[config.mk]
export PLATFORM = sky130hd
export DESIGN_NAME = byte_packer_flat
export DESIGN_NICKNAME = d
export VERILOG_FILES = /design/src/rtl/byte_packer_if.sv /design/src/rtl/byte_packer.sv /design/src/flat_wrapper.sv
export SDC_FILE = /design/constraint.sdc
export NUM_CORES = 1
export LEC_CHECK = 0
export ABC_AREA = 1
export BUFFER_PORTS_ARGS = -buffer_cell sky130_fd_sc_hd__buf_2
export CORE_MARGIN = 2
export CORE_UTILIZATION = 52
export CTS_CLUSTER_DIAMETER = 100
export DETAILED_ROUTE_END_ITERATION = 8
export PLACE_DENSITY = 0.8
export SLEW_MARGIN = 25
export SYNTH_ARGS = -nofsm -noshare
export SYNTH_HDL_FRONTEND = slang
export SYNTH_SLANG_ARGS = --single-unit
[constraint.sdc]
create_clock -name clk -period 8.9 [get_ports clk]
set_input_delay 0.445 -clock clk [delete_from_list [all_inputs] [get_ports clk]]
set_output_delay 0.445 -clock clk [all_outputs]
set_load 0.02 [all_outputs]
[src/rtl/byte_packer_if.sv]
// Byte stream in, 128-bit block out, plus fill/timeout status.
// slave is the packer side, master is the byte source / block consumer side.
interface byte_packer_if;
   logic [7:0]   s_axis_tdata;
   logic         s_axis_tvalid;
   logic         s_axis_tready;
   logic [127:0] block_out;
   logic         block_valid;
   logic         block_ready;
   logic [4:0]   fill_level;
   logic         timeout_err;

   modport slave (
      input  s_axis_tdata, s_axis_tvalid, block_ready,
      output s_axis_tready, block_out, block_valid, fill_level, timeout_err
   );

   modport master (
      output s_axis_tdata, s_axis_tvalid, block_ready,
      input  s_axis_tready, block_out, block_valid, fill_level, timeout_err
   );
endinterface

[src/rtl/byte_packer.sv]
// Packs a byte stream (first byte most significant) into 16-byte blocks.
// A completed block is held until the consumer takes it; a partial block
// idle for TIMEOUT_CYCLES cycles is dropped (0 disables the timeout).
module byte_packer #(
   parameter int unsigned TIMEOUT_CYCLES = 1000000
) (
   input  logic          clk,
   input  logic          reset,
   byte_packer_if.slave  bus
);
   typedef enum logic {COLLECT, HOLD} state_t;

   localparam logic [31:0] TO_LIMIT = 32'(TIMEOUT_CYCLES);

   state_t         state;
   // Only the 15 most recent bytes need storing; the 16th goes straight to block_out.
   logic [119:0]   shift_reg;
   logic [31:0]    idle_cnt;
   logic           hs;
   logic           timeout_hit;

   assign hs = bus.s_axis_tvalid & bus.s_axis_tready;

   // Threshold is hit on the edge that would bring the idle count to TIMEOUT_CYCLES;
   // a handshake on that same edge takes priority.
   assign timeout_hit = (TIMEOUT_CYCLES != 0) && (state == COLLECT) &&
                        (bus.fill_level != 5'd0) && !hs &&
                        (idle_cnt == TO_LIMIT - 32'd1);

   // Collect/hold state machine with all outputs registered.
   always_ff @(posedge clk or posedge reset) begin
      if (reset) begin
         state             <= COLLECT;
         shift_reg         <= '0;
         idle_cnt          <= '0;
         bus.s_axis_tready <= 1'b0;
         bus.block_out     <= '0;
         bus.block_valid   <= 1'b0;
         bus.fill_level    <= '0;
         bus.timeout_err   <= 1'b0;
      end else begin
         bus.timeout_err <= 1'b0;
         case (state)
            COLLECT: begin
               bus.s_axis_tready <= 1'b1;
               if (hs) begin
                  idle_cnt <= '0;
                  if (bus.fill_level == 5'd15) begin
                     bus.block_out     <= {shift_reg, bus.s_axis_tdata};
                     bus.block_valid   <= 1'b1;
                     bus.s_axis_tready <= 1'b0;
                     bus.fill_level    <= 5'd16;
                     shift_reg         <= '0;
                     state             <= HOLD;
                  end else begin
                     shift_reg      <= {shift_reg[111:0], bus.s_axis_tdata};
                     bus.fill_level <= bus.fill_level + 5'd1;
                  end
               end else if (timeout_hit) begin
                  shift_reg       <= '0;
                  bus.fill_level  <= '0;
                  idle_cnt        <= '0;
                  bus.timeout_err <= 1'b1;
               end else if (bus.fill_level != 5'd0) begin
                  idle_cnt <= idle_cnt + 32'd1;
               end else begin
                  idle_cnt <= '0;
               end
            end
            HOLD: begin
               idle_cnt          <= '0;
               bus.s_axis_tready <= 1'b0;
               // Release edge accepts no byte; tready only rises for the next edge.
               if (bus.block_ready) begin
                  bus.block_valid   <= 1'b0;
                  bus.fill_level    <= '0;
                  bus.s_axis_tready <= 1'b1;
                  state             <= COLLECT;
               end
            end
            default: state <= COLLECT;
         endcase
      end
   end
endmodule

[src/flat_wrapper.sv]
// flat-port wrapper written by rule: the top's interface ports become plain ports
module byte_packer_flat 
#(
   parameter int unsigned TIMEOUT_CYCLES = 1000000
)
  (clk, reset, bus_s_axis_tdata, bus_s_axis_tvalid, bus_block_ready, bus_s_axis_tready, bus_block_out, bus_block_valid, bus_fill_level, bus_timeout_err);
  byte_packer_if bus_i ();
  input  logic clk;
  input  logic reset;
  input wire logic [$bits(bus_i.s_axis_tdata)-1:0] bus_s_axis_tdata;
  input wire logic [$bits(bus_i.s_axis_tvalid)-1:0] bus_s_axis_tvalid;
  input wire logic [$bits(bus_i.block_ready)-1:0] bus_block_ready;
  output wire logic [$bits(bus_i.s_axis_tready)-1:0] bus_s_axis_tready;
  output wire logic [$bits(bus_i.block_out)-1:0] bus_block_out;
  output wire logic [$bits(bus_i.block_valid)-1:0] bus_block_valid;
  output wire logic [$bits(bus_i.fill_level)-1:0] bus_fill_level;
  output wire logic [$bits(bus_i.timeout_err)-1:0] bus_timeout_err;
  assign bus_i.s_axis_tdata = bus_s_axis_tdata;
  assign bus_i.s_axis_tvalid = bus_s_axis_tvalid;
  assign bus_i.block_ready = bus_block_ready;
  assign bus_s_axis_tready = bus_i.s_axis_tready;
  assign bus_block_out = bus_i.block_out;
  assign bus_block_valid = bus_i.block_valid;
  assign bus_fill_level = bus_i.fill_level;
  assign bus_timeout_err = bus_i.timeout_err;
  byte_packer #(.TIMEOUT_CYCLES(TIMEOUT_CYCLES)) u_core (.clk(clk), .reset(reset), .bus(bus_i));
endmodule
# [Word level (Yosys, flattened, before mapping)]
# Cells that the tools add are included.
[word_totals] in_bits=12 out_inout_bits=136 reg_bits=289
[classes] n_reduce_logical=10 muxes=27 eq_ne=6 n_bitwise=2 addsub=2
[op_table] cell="120-bit 2-to-1 mux" n=3
[op_table] cell="32-bit 2-to-1 mux" n=3
[op_table] cell="32-bit case mux with 2 select lines" n=1
[op_table] cell="32-bit by 1-bit adder with 32-bit output, second input constant" n=1
[op_table] cell="32-bit by 20-bit equality test with 1-bit output, second input constant" n=1
[op_table] cell="5-bit 2-to-1 mux" n=4
[op_table] cell="1-bit 2-to-1 mux" n=12
[op_table] cell="5-bit case mux with 2 select lines" n=1
[op_table] cell="1-bit case mux with 2 select lines" n=3
[op_table] cell="3-bit AND reduction" n=2
[op_table] cell="5-bit by 1-bit adder with 5-bit output, second input constant" n=1
[op_table] cell="5-bit by 4-bit equality test with 1-bit output, second input constant" n=1
[op_table] cell="5-bit nonzero test" n=1
[op_table] cell="2-bit != test, second input constant" n=2
[op_table] cell="2-bit AND reduction" n=2
[op_table] cell="1-bit logical AND" n=3
[op_table] cell="3-bit by 1-bit != test with 1-bit output, second input constant" n=1
[op_table] cell="2-bit by 1-bit != test with 1-bit output, second input constant" n=1
[op_table] cell="2-bit nonzero test" n=1
[op_table] cell="1-bit bitwise AND" n=1
[op_table] cell="1-bit zero test" n=1
[op_table] cell="1-bit NOT" n=1

# [Logic depth before layout (Yosys ltp)]
[logic_depth] depth_word=7 depth_mapped=14 depth_no_buf=12

# [Worst setup path after synthesis]
# OpenSTA, ideal clock, no wires.
[synth_path] kind="flip-flop to flip-flop" from="register u_core.bus.fill_level[0]" to="register u_core.shift_reg[45]" synth_period_minus_slack_ps=1974 setup_slack_ps=6926 t_arrival_ps=1892 path_buffers=2 t_required_ps=8817 path_stages_with_launch=10 cell_sequence="dfrtp_1 -> ha_1 -> nand2_1 -> nor2_1 -> ha_1 -> nor3_1 -> inv_1 -> buf_2 -> clkbuf_1 -> o21ai_0"
[synth_between] elab_chain_len=6 elab_cells_between_ends=9 classes_between="eq/ne: 1; mux: 2; reduce/logical: 6"
[synth_rtl] item="from (decl)" line="byte_packer_if.sv:15" text="output s_axis_tready, block_out, block_valid, fill_level, timeout_err"
[synth_rtl] item="from (signal assigned)" line="byte_packer.sv:57" text="bus.fill_level <= bus.fill_level + 5'd1;"
[synth_rtl] item="5-bit nonzero test" line="byte_packer.sv:27" text="(bus.fill_level != 5'd0) && !hs &&"
[synth_rtl] item="1-bit logical AND" line="byte_packer.sv:26" text="assign timeout_hit = (TIMEOUT_CYCLES != 0) && (state == COLLECT) &&"
[synth_rtl] item="1-bit logical AND (2 in a row)" line="byte_packer.sv:27"
[synth_rtl] item="2-bit nonzero test (no line)"
[synth_rtl] item="2-bit AND reduction (no line)"
[synth_rtl] item="to (signal assigned)" line="byte_packer.sv:56" text="shift_reg <= {shift_reg[111:0], bus.s_axis_tdata};"
[synth_rtl] item="to (decl)" line="byte_packer.sv:17" text="logic [119:0] shift_reg;"
# Parallel ways exist; a longest one is shown, timed or not.
# A chain may end at the register's enable or synchronous reset.

# [Final worst setup path]
[layout_path] from="register u_core.bus.fill_level[0]" to="register u_core.bus.block_out[93]"
[layout_between] elab_chain_len=2
[layout_rtl] item="5-bit by 4-bit equality test with 1-bit output" line="byte_packer.sv:48" text="if (bus.fill_level == 5'd15) begin"
[layout_rtl] item="3-bit AND reduction (no line)"
[layout_rtl] item="to (signal assigned)" line="byte_packer.sv:49" text="bus.block_out <= {shift_reg, bus.s_axis_tdata};"
[layout_rtl] item="to (decl)" line="byte_packer_if.sv:15"
# Every way passes these cells.

==> metrics.cfg <==
[yosys]
syn_area_per_cell_sq_um = 9.140
synth.area.top_cells = dfrtp_1 (63%), nand2_1 (11%), o21ai_0 (8.6%), inv_1 (5.4%), nor2_1 (2.3%)
synth.most_common_cell = nand2_1
yosysUniqueCellTypes = 23
synth_edf_count = 0
synth_top_area_share_pct = 62.85
synth_commonest_cells = nand2_1 (348), dfrtp_1 (289), o21ai_0 (197)
synth_cells = 1259
async_flop_share_pct = 100.0
synth_seq_area_share_pct = 62.85
syn_area_sq_um = 11510
yosysTopAreaCell = dfrtp_1
yosysWarnings = 0
syn_nets = 1275
synth-seq-cells = 289
synth_ff_type = dfrtp_1

[power]
power_frac_seq_pct = 46.9
sw_frac_of_total_pct = 33.66
internal_power_w = 0.002724
leakage_nw = 6.675
power_frac_comb_pct = 23.2
power_w = 0.004107
peakVddDrop_uv = 212.3
p_clk_share_pct = 29.9
p_per_area_nw_per_um2 = 307.6
switching_power_w = 0.001383

[final_layout]
n_antenna_cell = 0
largest_register_ffs = 128
area_growth_pct = 16.03
layout.nets = 1401
drive_above_1_share_pct = 14.37
final_core_util_pct = 61.37

[timing]
slew_headroom_pct = 35.32
finalHoldViolCount = 0
fmax_mhz = 335.2
finalSetupTns_ns = 0
fin_skew_ns = 0.01056
setup_violations = 0
whs_ns = 0.06025
post-route-period-util_pct = 33.52
fin_crit_ns = 2.983
worstMarginPinSlew_ns = 0.9702
rsz0062_at_grt = no
drv_slew = 0

[clocking]
post_cts_resized = 0
postCtsSetupBuffers = 0
clock_sinks = 289
tritoncts = built
cts_buffer_depth = 3
htreeDepth = 1
clkTransAtPathRegs_ns = 0.06
clockRootBuffer = clkbuf_16
ctsHoldBuffers = 0
clk-insertion-delay-late_ns = 0.54
cts_buffers = 29

[detailed_routing]
vias_per_cell = 5.176
dr_total_vias = 8726
postRouteAntennaNets = 0
drtIter0Drc = 883
drt-pass1-iter-count = 5
wire_per_inst_microns = 15.52
wirelength_microns = 26160
remaining_drc_errors = 0

[global_route]
met1_usage_pct = 32.99
grt-busiest-layer = met2
grt_antenna_before_repair = 0
grt_pass1_wl_microns = 43580
grt_use_met2_pct = 35.11
grt.overflow.total = 0
grt_max_degree = 173
grt_pass1_vias = 8415
grt_usage_pct = 22.61
met3_usage_pct = 4.152

[place]
dp_hpwl_microns = 16830
gp_congestion = 0.8652
place.port_buffers = 147

[critical_path]
crit_fanout = 144
reg2reg_from = u_core.bus.fill_level[0]$_DFFE_PP0P_
critical_path_class = flip-flop to flip-flop
cp-end-kind = flip-flop
start_kind = flip-flop
cp.required_ns = 9.27
crit_arrival_ns = 3.35
crit_start = u_core.bus.fill_level[0]$_DFFE_PP0P_

[outcome]
outcome = completed

[die]
ios = 148
die_w_microns = 152.8
die_height_microns = 152.8
rows = 54
start_util_pct = 52.89
dieArea_sq_um = 23340
placeableCoreArea_sq_um = 21760

[worst_hold_path]
hp-class = input pin to async pin

[job]
drv_cap = 0

-- stage by stage --
step                instance area, sq um  worst slack, ns  instances
finish                             13350            5.917       1686
global route                       13350            5.659       1686
CTS                                13350            5.946       1686
detailed placement                 12380            5.987       1634
global placement                   12380            5.841       1634
floorplan                          11510           0.4776       1259
-- path summary, 6_finish.rpt --
kind / endpoint / slack, ns / cells after the start
worst max-delay path: u_core.bus.block_out[93]$_DFFE_PP0P_ / 5.92 / 7
worst min-delay path: u_core.bus.block_out[64]$_DFFE_PP0P_ / 0.06 / 2
worst max register to register: u_core.bus.block_out[93]$_DFFE_PP0P_ / 5.92 / 7
worst min register to register: u_core.idle_cnt[0]$_DFF_PP0_ / 0.47 / 1
max in group asynchronous: u_core.shift_reg[3]$_DFFE_PP0P_ / 7.41 / 3
min in group clk: u_core.state$_DFF_PP0_ / 0.16 / 2
-- logic make-up after synthesis --
group | count (synthesis) | share of synthesized area [%]
adders and majority gates | 4 | 0.4349
DFF | 289 | 62.85
AOI/OAI and AO/OA | 243 | 10.57
and+or+nand+nor | 477 | 16.47
buffers and inverters | 222 | 7.850
xor gates and xnor gates | 24 | 1.827
-- power groups by stage --
stage	Sequential [W]	Clock, W	Combinational (W)
after floorplan	0.00209	0	0.000440
after global placement	0.00193	0	0.000928
after detailed placement	0.00194	0	0.000958
after CTS	0.00192	0.00124	0.000966
after global routing	0.00197	0.00130	0.00108
final	0.00193	0.00123	0.000954
-- layout make-up --
| type | count | area (sq um) |
|---|---|---|
| multi-input combinational | 748 | 3387 |
| tap | 280 | 350.3 |
| inverter | 166 | 631.9 |
| clock buffer | 47 | 883.3 |
| timing repair buffer | 151 | 785.8 |
| sequential | 289 | 7232 |
| fill | 1830 | 8404 |
| clock inverter | 5 | 81.33 |
-- metal layers --
layer / up-vias / part of all wire (%) / wire length, microns
met5: - / 0 / 0
met1: 4260 / 45 / 11880
met3: 52 / 5.6 / 1458
li1: 4178 / - / -
met2: 236 / 46 / 12120
met4: 0 / 2.7 / 704
-- cells in the final DEF (no fill, tap or decap), drive strengths merged --
cell type  netlist  final
nor3b            3      3
o21ai          242    242
a21oi            1      1
nor3            17     17
nand4            9      9
or2              1      1
clkinv           0      3
clkbuf          29     47
buf             27    151
nand2          349    349
inv            166    165
xnor2            3      3
nor4             3      3
xor2            21     21
nand3           22     22
dfrtp          289    289
clkinvlp         0      1
bufinv           0      2
ha               4      4
nor2            73     73
-- worst max-delay path, cell delays in order, from the launching register on --
cell	delay (ns)
dfrtp_1	0.43
ha_1	0.24
nand2_1	0.09
nor2_1	0.05
ha_1	0.22
nand2_4	0.68
buf_6	0.77
o21ai_0	0.22
Power figures use the tool's default switching activity.
